[config.mk]
export PLATFORM = sky130hd
export DESIGN_NAME = ycbcr444_2_rgb888
export DESIGN_NICKNAME = d
export VERILOG_FILES = /design/src/rtl/ycbcr_pkg.sv /design/src/rtl/rgb_round_sat8.sv /design/src/rtl/ycbcr444_2_rgb888.sv
export SDC_FILE = /design/constraint.sdc
export NUM_CORES = 1
export LEC_CHECK = 0
export CORE_ASPECT_RATIO = 0.75
export CORE_UTILIZATION = 62
export DETAILED_ROUTE_END_ITERATION = 16
export PLACE_DENSITY = 0.92
export SLEW_MARGIN = 20
export SYNTH_ARGS = -nofsm -noshare
export SYNTH_HDL_FRONTEND = slang
export SYNTH_SLANG_ARGS = --single-unit
[constraint.sdc]
create_clock -name clk -period 3.38 [get_ports clk]
set_input_delay 0.676 -clock clk [delete_from_list [all_inputs] [get_ports clk]]
set_output_delay 0.676 -clock clk [all_outputs]
set_load 0.1 [all_outputs]
[src/rtl/ycbcr_pkg.sv]
// ycbcr_pkg: shared constants and types for ycbcr444_2_rgb888.
// Define YCBCR2RGB_BT709_EN to select the BT.709 coefficient set (BT.601 otherwise).
package ycbcr_pkg;
    localparam int LATENCY = 3;
    localparam int Y_OFS   = 16;
    localparam int C_OFS   = 128;
    localparam int PROD_W  = 18;
    localparam int SUM_W   = 20;
    localparam int ROUND   = 128;
    localparam int SHIFT   = 8;
    localparam int KY_601  = 298;
    localparam int KRV_601 = 409;
    localparam int KGU_601 = 100;
    localparam int KGV_601 = 208;
    localparam int KBU_601 = 516;
    localparam int KY_709  = 298;
    localparam int KRV_709 = 459;
    localparam int KGU_709 = 55;
    localparam int KGV_709 = 136;
    localparam int KBU_709 = 541;
`ifdef YCBCR2RGB_BT709_EN
    localparam int KY  = KY_709;
    localparam int KRV = KRV_709;
    localparam int KGU = KGU_709;
    localparam int KGV = KGV_709;
    localparam int KBU = KBU_709;
`else
    localparam int KY  = KY_601;
    localparam int KRV = KRV_601;
    localparam int KGU = KGU_601;
    localparam int KGV = KGV_601;
    localparam int KBU = KBU_601;
`endif
    typedef struct packed {
        logic v;
        logic h;
        logic de;
    } sync_t;
endpackage

[src/rtl/rgb_round_sat8.sv]
// rgb_round_sat8: rounds a x256-scaled signed channel sum back to 8 bits and clamps it to 0..255.
module rgb_round_sat8
    import ycbcr_pkg::*;
(
    input  logic signed [SUM_W-1:0] sum_i,
    output logic        [7:0]       pix_o
);
    logic signed [SUM_W-1:0] sh;
    always_comb begin
        sh    = (sum_i + $signed(SUM_W'(ROUND))) >>> SHIFT;
        pix_o = sh[SUM_W-1] ? 8'd0 : (|sh[SUM_W-2:8]) ? 8'd255 : sh[7:0];
    end
endmodule

[src/rtl/ycbcr444_2_rgb888.sv]
// ycbcr444_2_rgb888: 3-stage limited-range YCbCr 4:4:4 to RGB888 converter with aligned sync/DE.
// Coefficient set chosen by YCBCR2RGB_BT709_EN (see ycbcr_pkg).
module ycbcr444_2_rgb888
    import ycbcr_pkg::*;
(
    input  logic       clk,
    input  logic       rst_n,
    input  logic       i_v_sync,
    input  logic       i_h_sync,
    input  logic       i_de,
    input  logic [7:0] y_in,
    input  logic [7:0] cb_in,
    input  logic [7:0] cr_in,
    output logic       o_v_sync,
    output logic       o_h_sync,
    output logic       o_de,
    output logic [7:0] r_out,
    output logic [7:0] g_out,
    output logic [7:0] b_out
);
    localparam logic signed [PROD_W-1:0] K_Y  = PROD_W'(KY);
    localparam logic signed [PROD_W-1:0] K_RV = PROD_W'(KRV);
    localparam logic signed [PROD_W-1:0] K_GU = PROD_W'(KGU);
    localparam logic signed [PROD_W-1:0] K_GV = PROD_W'(KGV);
    localparam logic signed [PROD_W-1:0] K_BU = PROD_W'(KBU);

    logic signed [8:0]        y_ofs, cb_ofs, cr_ofs;
    logic signed [PROD_W-1:0] ky_y_q, krv_cr_q, kgu_cb_q, kgv_cr_q, kbu_cb_q;
    logic signed [SUM_W-1:0]  r_sum_q, g_sum_q, b_sum_q;
    logic [7:0]               r_sat, g_sat, b_sat;
    logic [7:0]               r_d, g_d, b_d, r_q, g_q, b_q;
    sync_t                    sync_q [LATENCY];

    always_comb begin
        y_ofs  = $signed({1'b0, y_in})  - $signed(9'(Y_OFS));
        cb_ofs = $signed({1'b0, cb_in}) - $signed(9'(C_OFS));
        cr_ofs = $signed({1'b0, cr_in}) - $signed(9'(C_OFS));
    end

    always_ff @(posedge clk or negedge rst_n) begin
        if (!rst_n) begin
            ky_y_q   <= '0;
            krv_cr_q <= '0;
            kgu_cb_q <= '0;
            kgv_cr_q <= '0;
            kbu_cb_q <= '0;
            r_sum_q  <= '0;
            g_sum_q  <= '0;
            b_sum_q  <= '0;
        end else begin
            ky_y_q   <= y_ofs  * K_Y;
            krv_cr_q <= cr_ofs * K_RV;
            kgu_cb_q <= cb_ofs * K_GU;
            kgv_cr_q <= cr_ofs * K_GV;
            kbu_cb_q <= cb_ofs * K_BU;
            r_sum_q  <= SUM_W'(ky_y_q) + SUM_W'(krv_cr_q);
            g_sum_q  <= SUM_W'(ky_y_q) - SUM_W'(kgu_cb_q) - SUM_W'(kgv_cr_q);
            b_sum_q  <= SUM_W'(ky_y_q) + SUM_W'(kbu_cb_q);
        end
    end

    rgb_round_sat8 u_sat_r (.sum_i(r_sum_q), .pix_o(r_sat));
    rgb_round_sat8 u_sat_g (.sum_i(g_sum_q), .pix_o(g_sat));
    rgb_round_sat8 u_sat_b (.sum_i(b_sum_q), .pix_o(b_sat));

    // sync_q[1] is the DE that travels alongside the stage-2 sums; it blanks the final register
    always_comb begin
        r_d = sync_q[1].de ? r_sat : 8'd0;
        g_d = sync_q[1].de ? g_sat : 8'd0;
        b_d = sync_q[1].de ? b_sat : 8'd0;
    end

    always_ff @(posedge clk or negedge rst_n) begin
        if (!rst_n) begin
            sync_q <= '{default: '0};
            r_q    <= '0;
            g_q    <= '0;
            b_q    <= '0;
        end else begin
            sync_q[0] <= '{v: i_v_sync, h: i_h_sync, de: i_de};
            for (int i = 1; i < LATENCY; i++) sync_q[i] <= sync_q[i-1];
            r_q <= r_d;
            g_q <= g_d;
            b_q <= b_d;
        end
    end

    assign o_v_sync = sync_q[LATENCY-1].v;
    assign o_h_sync = sync_q[LATENCY-1].h;
    assign o_de     = sync_q[LATENCY-1].de;
    assign r_out    = r_q;
    assign g_out    = g_q;
    assign b_out    = b_q;
endmodule

==> flow_summary.ini <==
[global_routing]
grt_antenna_before_repair = 1
grt_start_max_net_pins = 109
grt_pass1_vias = 9448
globalRoute.totalOverflow = 0
grt_first_pass_wirelength_um = 49450
grt_util_all_layers_pct = 37.96

[outcome]
violations_in_the_final_reports = negative setup slack
outcome = complete, but fails checks

[cells_and_area]
area_growth_syn_to_layout_pct = 32.00
layout.filler_cells = 768
nets = 1523
finalCoreUtilization_pct = 83.85
antenna-diode-count = 0
mostFrequentLayoutCell = sky130_fd_sc_hd__ha_1
fin_cells = 1460
layout-drive-gt1-share_pct = 25.94
layout.cell_area.non_filler_mm2 = 0.01415
layout.cells.most_common_list = 164 x sky130_fd_sc_hd__ha_1, 145 x sky130_fd_sc_hd__dfrtp_1, 142 x sky130_fd_sc_hd__inv_1

[timing]
fmax_mhz = 247.8
final_hold_viol_count = 0
worst_slew_pin_slew_ns = 1.040
period_share_pct = 119.4
grt_setup_unrepaired = yes
max_clock_skew_ns = 0.008676
final_report_max_slew_violation_count = 0
fin_crit_ns = 4.036
worst_slew_margin_rel_pct = 30.67
report.final.setup_viol = 24
fin_setup_tns_ns = -9.463
post-route-worst-setup-slack_ns = -0.6556

[cts]
cts_htree_levels = 4
clk_transition_reported_paths_ns = 0.06
max-clock-path-buffers = 2
cts.hold.buffers_added = 0
numCtsBuffers = 17
insertion_delay_ns = 0.45
tritoncts = yes
cts_root_buf = sky130_fd_sc_hd__clkbuf_16
cts_num_sinks = 145

[detailed_routing]
ant_nets = 0
drt-pass1-iter-count = 5
wl_um = 37570
wl_per_cell_um = 25.73
number_of_drc_markers_in_iteration_0 = 941
vias_per_std_cell = 6.438
remaining_drc_errors = 0
num_vias = 9400

[logic_synthesis]
post_synthesis_instance_total = 1009
ys_warn_count = 0
postSynthRegisterBits = 145
synth-seq-area-share_pct = 33.84
synth-edff-count = 0
mappedNetlistNets = 1300
synth_async_sr_flop_share_pct = 100.0
synthesis.area_mm2 = 0.01072
synth.avg_cell_area_um2 = 10.63
yosysUniqueCellTypes = 56
postSynth.topFlopCell = sky130_fd_sc_hd__dfrtp_1

[placed_design]
io_buffer_count = 55
place_inst = 1404
place_area_mm2 = 0.01273
detailed_place_hpwl_um = 19860
gp_congestion = 0.9293

[power_and_ir_drop]
total_leakage_power_uw = 0.007044
power_per_cell_area_mw_per_mm2 = 988.3
finalPower_uw = 13990
ir_drop_mv = 0.6718

[setup_path]
timing_worst_setup_path_type = primary input to flop
arrival_ns = 4.41
critPathRequiredTime_ns = 3.76
worst_r2r_path_depth = 10
worstSetupStartpointType = primary input
reg2reg_to = g_sum_q[18]$_DFF_PN0_
path_max_fanout = 2
r2r_slack_ns = 0.09
crit_path_end_kind = flop
reg2reg_from = kgv_cr_q[8]$_DFF_PN0_

[floorplanning]
core_area_mm2 = 0.01688
floorplan.die_area_mm2 = 0.01783
io_pins = 56
start_util_pct = 63.53
core.rowCount = 41
die_width_um = 153.8
die-height_um = 115.9

[flow_run]
cap_violations = 0

[worst_hold_path]
worstHoldPathType = primary input to asynchronous set/reset pin
[flip-flops by register name, indices dropped and copies added, names as in the netlist]
name,count
g_out,8
ky_y_q,17
r_out,8
g_sum_q,13
o_v_sync,1
krv_cr_q,18
kgv_cr_q,12
o_h_sync,1
b_sum_q,12
r_sum_q,12
kgu_cb_q,12
b_out,8
kbu_cb_q,16
sync_q,6
o_de,1
[worst max path at each step]
stage,start,endpoint,cells past startpoint
after floorplan,y_in[4],ky_y_q[17]$_DFF_PN0_,15
after detailed placement,y_in[5],ky_y_q[17]$_DFF_PN0_,18
after global routing,y_in[4],ky_y_q[14]$_DFF_PN0_,21
final,cr_in[5],krv_cr_q[17]$_DFF_PN0_,16
after CTS,y_in[4],ky_y_q[17]$_DFF_PN0_,19
after global placement,y_in[4],ky_y_q[17]$_DFF_PN0_,19
[stage by stage]
step	hold slack (ns)	setup WS [ns]
after CTS	0.3520	-0.6122
after floorplan	0.3312	-0.8133
final	0.3317	-0.6556
after detailed placement	0.3371	-1.641
after global routing	0.3550	-0.8021
after global placement	0.3348	-1.447
[layer usage]
layer	share of wire, %	vias to the layer above	global-route usage (%)
met4	8.8	4	27.27
met3	11	302	10.17
li1	-	3834	-
met2	45	771	64.06
met5	0.17	-	0
met1	35	4489	42.55
[final cells by class]
type	instances	area, um^2	area share [%]
clock buffer	19	452.9	3.200
clock inverter	13	116.4	0.8222
inverter	167	653.1	4.615
multi-input combinational	697	7327	51.77
sequential	145	3628	25.64
tap	215	269.0	1.901
timing repair buffer	204	1705	12.05
[kinds of logic after synthesis]
kind of cell,share of synthesized area [%]
buf+inv,5.847
xor+xnor,8.087
mux,0.1984
simple gates,7.492
flops,33.84
fa+ha+maj,34.29
compound gates,10.25
[worst max-delay path: stages]
cell and delay, ns:
sky130_fd_sc_hd__dlygate4sd2_1 0.27, sky130_fd_sc_hd__ha_4 0.29, sky130_fd_sc_hd__inv_1 0.05, sky130_fd_sc_hd__fa_1 0.57, sky130_fd_sc_hd__inv_2 0.06, sky130_fd_sc_hd__ha_4 0.26, sky130_fd_sc_hd__inv_2 0.03, sky130_fd_sc_hd__fa_1 0.55
sky130_fd_sc_hd__inv_2 0.06, sky130_fd_sc_hd__ha_4 0.22, sky130_fd_sc_hd__a21o_1 0.24, sky130_fd_sc_hd__a2111oi_4 0.50, sky130_fd_sc_hd__o311ai_2 0.17, sky130_fd_sc_hd__a21o_1 0.20, sky130_fd_sc_hd__a21oi_2 0.12, sky130_fd_sc_hd__xnor2_1 0.13
[power breakdown]
group / internal, uW / leakage (uW) / switching, uW / total [uW]
clock: 999 / 0.000275 / 836 / 1830
sequential: 2440 / 0.00172 / 522 / 2960
combinational: 3790 / 0.00505 / 5400 / 9190
total: 7230 / 0.00704 / 6760 / 14000
[timing repair]
item	CTS	global route
gates cloned	0	0
resized for setup	114	57
endpoints found under the setup margin	33	30
pin swaps	77	71
setup buffers	19	12
[cell usage after synthesis, types with 19 or more instances]
library cell,instances,area share [%]
sky130_fd_sc_hd__ha_1,209,24
sky130_fd_sc_hd__inv_1,164,5.7
sky130_fd_sc_hd__dfrtp_1,145,34
sky130_fd_sc_hd__a21oi_1,71,3.3
sky130_fd_sc_hd__xnor2_1,62,5.1
sky130_fd_sc_hd__fa_1,53,9.9
sky130_fd_sc_hd__nor2_1,40,1.4
sky130_fd_sc_hd__nand2_1,38,1.3
sky130_fd_sc_hd__xor2_1,37,3.0
sky130_fd_sc_hd__a21o_1,19,1.3
sky130_fd_sc_hd__nand3_1,19,0.89
sky130_fd_sc_hd__o21ai_1,19,0.89
No activity file was read; power rests on OpenSTA's default activity.
